File: src/rtl/inv_shift_rows_stream_if.sv
// Column-stream bundle for the (Inv)ShiftRows stage: input and output
// valid/ready handshakes plus output column tagging.
interface inv_shift_rows_stream_if;
  logic        in_valid;
  logic        in_ready;
  logic [31:0] in_data;
  logic        out_valid;
  logic        out_ready;
  logic [31:0] out_data;
  logic [1:0]  out_col;
  logic        out_last;

  // The block under test takes the slave view; the environment drives as master.
  modport slave (
    input  in_valid,
    input  in_data,
    input  out_ready,
    output in_ready,
    output out_valid,
    output out_data,
    output out_col,
    output out_last
  );

  modport master (
    output in_valid,
    output in_data,
    output out_ready,
    input  in_ready,
    input  out_valid,
    input  out_data,
    input  out_col,
    input  out_last
  );
endinterface

File: src/rtl/inv_shift_rows_stream.sv
// Streamed AES (Inv)ShiftRows: buffers one 4x4 state per bank in a two-bank
// ping-pong store and emits the row-rotated state one column per cycle.
module inv_shift_rows_stream #(
  parameter bit INVERSE = 1'b1
) (
  input  logic                          clk,
  input  logic                          rst,
  inv_shift_rows_stream_if.slave        bus
);

  logic [31:0] r_mem [2][4];
  logic        r_wr_bank, r_rd_bank;
  logic [1:0]  r_wr_col, r_rd_col;
  logic [1:0]  r_full;

  logic        w_wr_bank_d, w_rd_bank_d;
  logic [1:0]  w_wr_col_d, w_rd_col_d;
  logic [1:0]  w_full_d;
  logic        w_in_ready, w_out_valid;
  logic        w_in_fire, w_out_fire;
  logic [31:0] w_out_data;

  // Handshake flags come from registers only, so no valid->ready combinational path.
  assign w_in_ready  = !r_full[r_wr_bank];
  assign w_out_valid = r_full[r_rd_bank];
  assign w_in_fire   = bus.in_valid && w_in_ready;
  assign w_out_fire  = w_out_valid && bus.out_ready;

  assign bus.in_ready  = w_in_ready;
  assign bus.out_valid = w_out_valid;
  assign bus.out_data  = w_out_data;
  assign bus.out_col   = r_rd_col;
  assign bus.out_last  = w_out_valid && (r_rd_col == 2'd3);

  always_comb begin
    w_wr_bank_d = r_wr_bank;
    w_rd_bank_d = r_rd_bank;
    w_wr_col_d  = r_wr_col;
    w_rd_col_d  = r_rd_col;
    w_full_d    = r_full;
    if (w_in_fire) begin
      w_wr_col_d = r_wr_col + 2'd1;
      if (r_wr_col == 2'd3) begin
        w_full_d[r_wr_bank] = 1'b1;
        w_wr_bank_d         = !r_wr_bank;
      end
    end
    // Set and clear always target different banks: a full bank cannot be written.
    if (w_out_fire) begin
      w_rd_col_d = r_rd_col + 2'd1;
      if (r_rd_col == 2'd3) begin
        w_full_d[r_rd_bank] = 1'b0;
        w_rd_bank_d         = !r_rd_bank;
      end
    end
  end

  always_ff @(posedge clk) begin
    if (rst) begin
      r_wr_bank <= 1'b0;
      r_rd_bank <= 1'b0;
      r_wr_col  <= 2'd0;
      r_rd_col  <= 2'd0;
      r_full    <= 2'b00;
    end else begin
      r_wr_bank <= w_wr_bank_d;
      r_rd_bank <= w_rd_bank_d;
      r_wr_col  <= w_wr_col_d;
      r_rd_col  <= w_rd_col_d;
      r_full    <= w_full_d;
    end
  end

  always_ff @(posedge clk) begin
    if (w_in_fire) begin
      r_mem[r_wr_bank][r_wr_col] <= bus.in_data;
    end
  end

  // Row r of the output column comes from stored column rd_col -/+ r.
  always_comb begin
    logic [1:0] w_src;
    w_src      = 2'd0;
    w_out_data = 32'd0;
    for (int r = 0; r < 4; r++) begin
      w_src = INVERSE ? (r_rd_col - 2'(r)) : (r_rd_col + 2'(r));
      w_out_data[24-8*r +: 8] = r_mem[r_rd_bank][w_src][24-8*r +: 8];
    end
  end

endmodule

File: src/flat_wrapper.sv
// flat-port wrapper written by rule: the top's interface ports become plain ports
module inv_shift_rows_stream_flat 
#(
  parameter bit INVERSE = 1'b1
)
  (clk, rst, bus_in_valid, bus_in_data, bus_out_ready, bus_in_ready, bus_out_valid, bus_out_data, bus_out_col, bus_out_last);
  inv_shift_rows_stream_if bus_i ();
  input  logic clk;
  input  logic rst;
  input wire logic [$bits(bus_i.in_valid)-1:0] bus_in_valid;
  input wire logic [$bits(bus_i.in_data)-1:0] bus_in_data;
  input wire logic [$bits(bus_i.out_ready)-1:0] bus_out_ready;
  output wire logic [$bits(bus_i.in_ready)-1:0] bus_in_ready;
  output wire logic [$bits(bus_i.out_valid)-1:0] bus_out_valid;
  output wire logic [$bits(bus_i.out_data)-1:0] bus_out_data;
  output wire logic [$bits(bus_i.out_col)-1:0] bus_out_col;
  output wire logic [$bits(bus_i.out_last)-1:0] bus_out_last;
  assign bus_i.in_valid = bus_in_valid;
  assign bus_i.in_data = bus_in_data;
  assign bus_i.out_ready = bus_out_ready;
  assign bus_in_ready = bus_i.in_ready;
  assign bus_out_valid = bus_i.out_valid;
  assign bus_out_data = bus_i.out_data;
  assign bus_out_col = bus_i.out_col;
  assign bus_out_last = bus_i.out_last;
  inv_shift_rows_stream #(.INVERSE(INVERSE)) u_core (.clk(clk), .rst(rst), .bus(bus_i));
endmodule
File: config.mk
export PLATFORM = sky130hd
export DESIGN_NAME = inv_shift_rows_stream_flat
export DESIGN_NICKNAME = d
export VERILOG_FILES = /design/src/rtl/inv_shift_rows_stream_if.sv /design/src/rtl/inv_shift_rows_stream.sv /design/src/flat_wrapper.sv
export SDC_FILE = /design/constraint.sdc
export NUM_CORES = 1
export LEC_CHECK = 0
export CAP_MARGIN = 20
export CORE_MARGIN = 2
export CORE_UTILIZATION = 53
export CTS_CLUSTER_SIZE = 28
export DETAILED_ROUTE_END_ITERATION = 6
export PLACE_DENSITY = 0.76
export SYNTH_ARGS = -nofsm -noshare
export SYNTH_HDL_FRONTEND = slang
export SYNTH_SLANG_ARGS = --single-unit
File: constraint.sdc
create_clock -name clk -period 3.45 [get_ports clk]
set_input_delay 0.69 -clock clk [delete_from_list [all_inputs] [get_ports clk]]
set_output_delay 0.69 -clock clk [all_outputs]
set_load 0.02 [all_outputs]
==> results.toml <==
[status]
status = "completed"

[setup_path]
r2r_end = "u_core.r_mem[1][22]$_DFFE_PP_"
cp_data_required_time_ns = 2.76
crit_path_max_fanout = 14
crit_path_max_incr_delay_ns = 0.67
worstSetupPathType = "flop to output pin"
cp-end-kind = "output pin"
r2r-start = "u_core.r_wr_bank$_SDFFE_PP0P_"
reg2reg_depth = 3
r2r_slack_ns = 1.54
cp-start-kind = "flop"
cp_slowest_cell = "mux4_1"
path_cells = "buf_12, mux4_1, mux2_2, clkdlybuf4s50_1"
arrival_ns = 2.67

[drt]
via_per_inst = 5.71
initialDrtViolationCount = 421
routed_wl_mm = 19.7
first_pass_iters = 4
vias = 4643
ant_nets = 0
routedWlPerCell_um = 24.2
drc_errors = 0

[die]
rows = 51
die_w_um = 144
ioPinCount = 73
start_util_pct = 53.6
die-area_sq_mm = 0.0206
fp.dieH_um = 144
core-area_sq_mm = 0.0193

[power_and_ir_drop]
p_switching_mw = 1.27
ir_worst_vdd_mv = 0.383
power.share.clock_pct = 40.4
power_leakage_nw = 3.94
seqPwrFrac_pct = 55.5
power_mw = 6.52
power.internal_mw = 5.25
p_comb_share_pct = 4.1
powerDensity_mw_per_mm2 = 528
netSwitchingFraction_pct = 19.5

[min_path]
whs_path_depth = 2
min_path_type = "flop to flop"
holdPathEnd = "u_core.r_wr_col[0]$_SDFFE_PP0N_"
hold_start = "u_core.r_wr_col[0]$_SDFFE_PP0N_"

[placed_design]
portBuffers = 72
dp_hpwl_mm = 10.5
dp_cells = 764
routabilityCongestion = 0.697

[global_routing]
grt_pass1_wl_mm = 29.4
grt_pass1_vias = 4945
grt_usage_pct = 19.6
grt_antenna_before_repair = 3
grt-ovfl-total = 0
grt_max_degree = 55

[final_layout]
n_antenna_cell = 0
drive_above_1_share_pct = 18.2
fin_nets = 570
fillers = 1263
multi_input_area_sq_mm = 0.00235
fin_cells = 813
seq_area_sq_mm = 0.00788
post-route-util_pct = 64.1
area_delta_synth_final_pct = 19.6

[cts]
worstSkewPairLatency_ns = 0.53
cts_hold_buf = 0
cts.sinks = 265
cts_buffer_depth = 3
cts_tree = "done"
cts_made_buffers = 26
path_clk_slew_ns = 0.06
htree_levels = 1
root_buffer = "clkbuf_16"

[timing]
setup_violations = 0
hold_violations = 0
holdWs_ns = 0.559
fin_crit_ns = 3.36
max_slew_margin_pct = 60.1
worstMarginPinSlew_ns = 0.599
setup-tns-final_ns = 0
finClkSkew_ns = 0.0177
max_freq_mhz = 297
drv_slew = 0
rsz0062_at_grt = "no"
fin_crit_sh_pct = 97.5

[logic_synthesis]
ys_types = 27
syn_inst = 432
netlist_top_cells_area = "edfxtp_1, mux4_1, mux2_2, dfxtp_1, mux4_2"
synth-async-reset-ratio_pct = 0
postSynthNetCount = 473
synth_edf_count = 256
yosysTopAreaCellShare_pct = 74.4
yosysMostFrequentCell = "edfxtp_1"
syn_area_sq_mm = 0.0103
yosysSeqAreaShare_pct = 76.2
synth_top_area_cell = "edfxtp_1"
yosys_warnings = 0
synth_top_flop_cell = "edfxtp_1"
synthTopCellsByCount = "edfxtp_1, mux4_1, mux2_2"
avgSynthCellArea_sq_um = 23.9
synth-seq-cells = 265

[run]
max_cap_violations = 0
-- how the worst max path moves through the flow --
stage,from,to,slack [ns],cells past startpoint
after floorplan,bus_in_valid,u_core.r_mem[0][100]$_DFFE_PP_,0.04,2
after global placement,flop,bus_out_data[19],0.59,4
after detailed placement,flop,bus_out_data[19],0.58,4
after CTS,flop,bus_out_data[29],0.07,4
after global routing,flop,bus_out_data[29],0.03,4
final,flop,bus_out_data[30],0.09,4
-- timing repair --
action,CTS,global route
resized for setup,1,0
endpoints found under the setup margin,1,0
setup buffers,1,0
-- per-layer routing --
| layer | share of wire, % | global-route usage [%] | vias to the layer above |
|---|---|---|---|
| li1 | - | - | 2067 |
| met1 | 41 | 26.8 | 2381 |
| met2 | 50 | 33.5 | 165 |
| met3 | 7.7 | 3.93 | 28 |
| met4 | 1.4 | 4.08 | 2 |
| met5 | 0.066 | 0 | - |
-- critical path: cells and delay by family (launching register included) --
kind / cells / cell delay (ns)
buffers and inverters: 2 / 0.74
DFF: 1 / 0.42
muxes: 2 / 1.01
-- power groups by stage --
stage / Combinational [mW] / Sequential, mW / Clock [mW]
4_1_cts: 0.272 / 3.62 / 2.68
3_5_place_dp: 0.270 / 3.69 / 0
5_1_grt: 0.288 / 3.63 / 2.81
6_report: 0.268 / 3.62 / 2.63
3_3_place_gp: 0.261 / 3.68 / 0
2_1_floorplan: 0.116 / 3.69 / 0
-- area by class of cell --
class / instances / area share [%]
Clock buffer: 30 / 5.39
Clock inverter: 17 / 1.11
Inverter: 5 / 0.152
Multi-Input combinational cell: 143 / 19.1
Sequential cell: 265 / 63.8
Tap cell: 265 / 2.69
Timing Repair Buffer: 88 / 7.82
-- flip-flops by register name, indices dropped and copies added (netlist names), named ones only --
signal / flops
u_core.r_mem: 256
u_core.bus.out_col: 2
u_core.r_full: 2
u_core.r_wr_col: 2
u_core.r_rd_bank: 1
u_core.r_wr_bank: 1
-- stage by stage --
step	area (sq um)	setup slack (ns)
6_report	12300	0.0860
5_1_grt	12300	0.0343
4_1_cts	12300	0.0657
3_5_place_dp	11500	0.579
3_3_place_gp	11500	0.589
2_1_floorplan	10300	0.0392
-- cell families after synthesis --
logic type | after synthesis | share of synthesized area [%]
compound gates | 11 | 0.654
fa+ha+maj | 5 | 0.606
buf+inv | 24 | 1.45
flops | 265 | 76.2
mux | 99 | 19.8
simple gates | 28 | 1.32
-- cell usage in the layout (no fill, tap or decap), drive strengths merged, types with 2 or more instances in the layout --
cell             n
ha               5
mux2i            3
dfxtp            9
or3              2
nand2b           4
mux2            32
edfxtp         256
bufinv           2
clkbuf          30
nor3             3
mux4            64
o21ai            4
nand2            5
nand3            2
clkinv          14
clkdlybuf4s50   72
nor2             9
inv              5
buf             15
a21oi            3
Power figures use the tool's default switching activity.
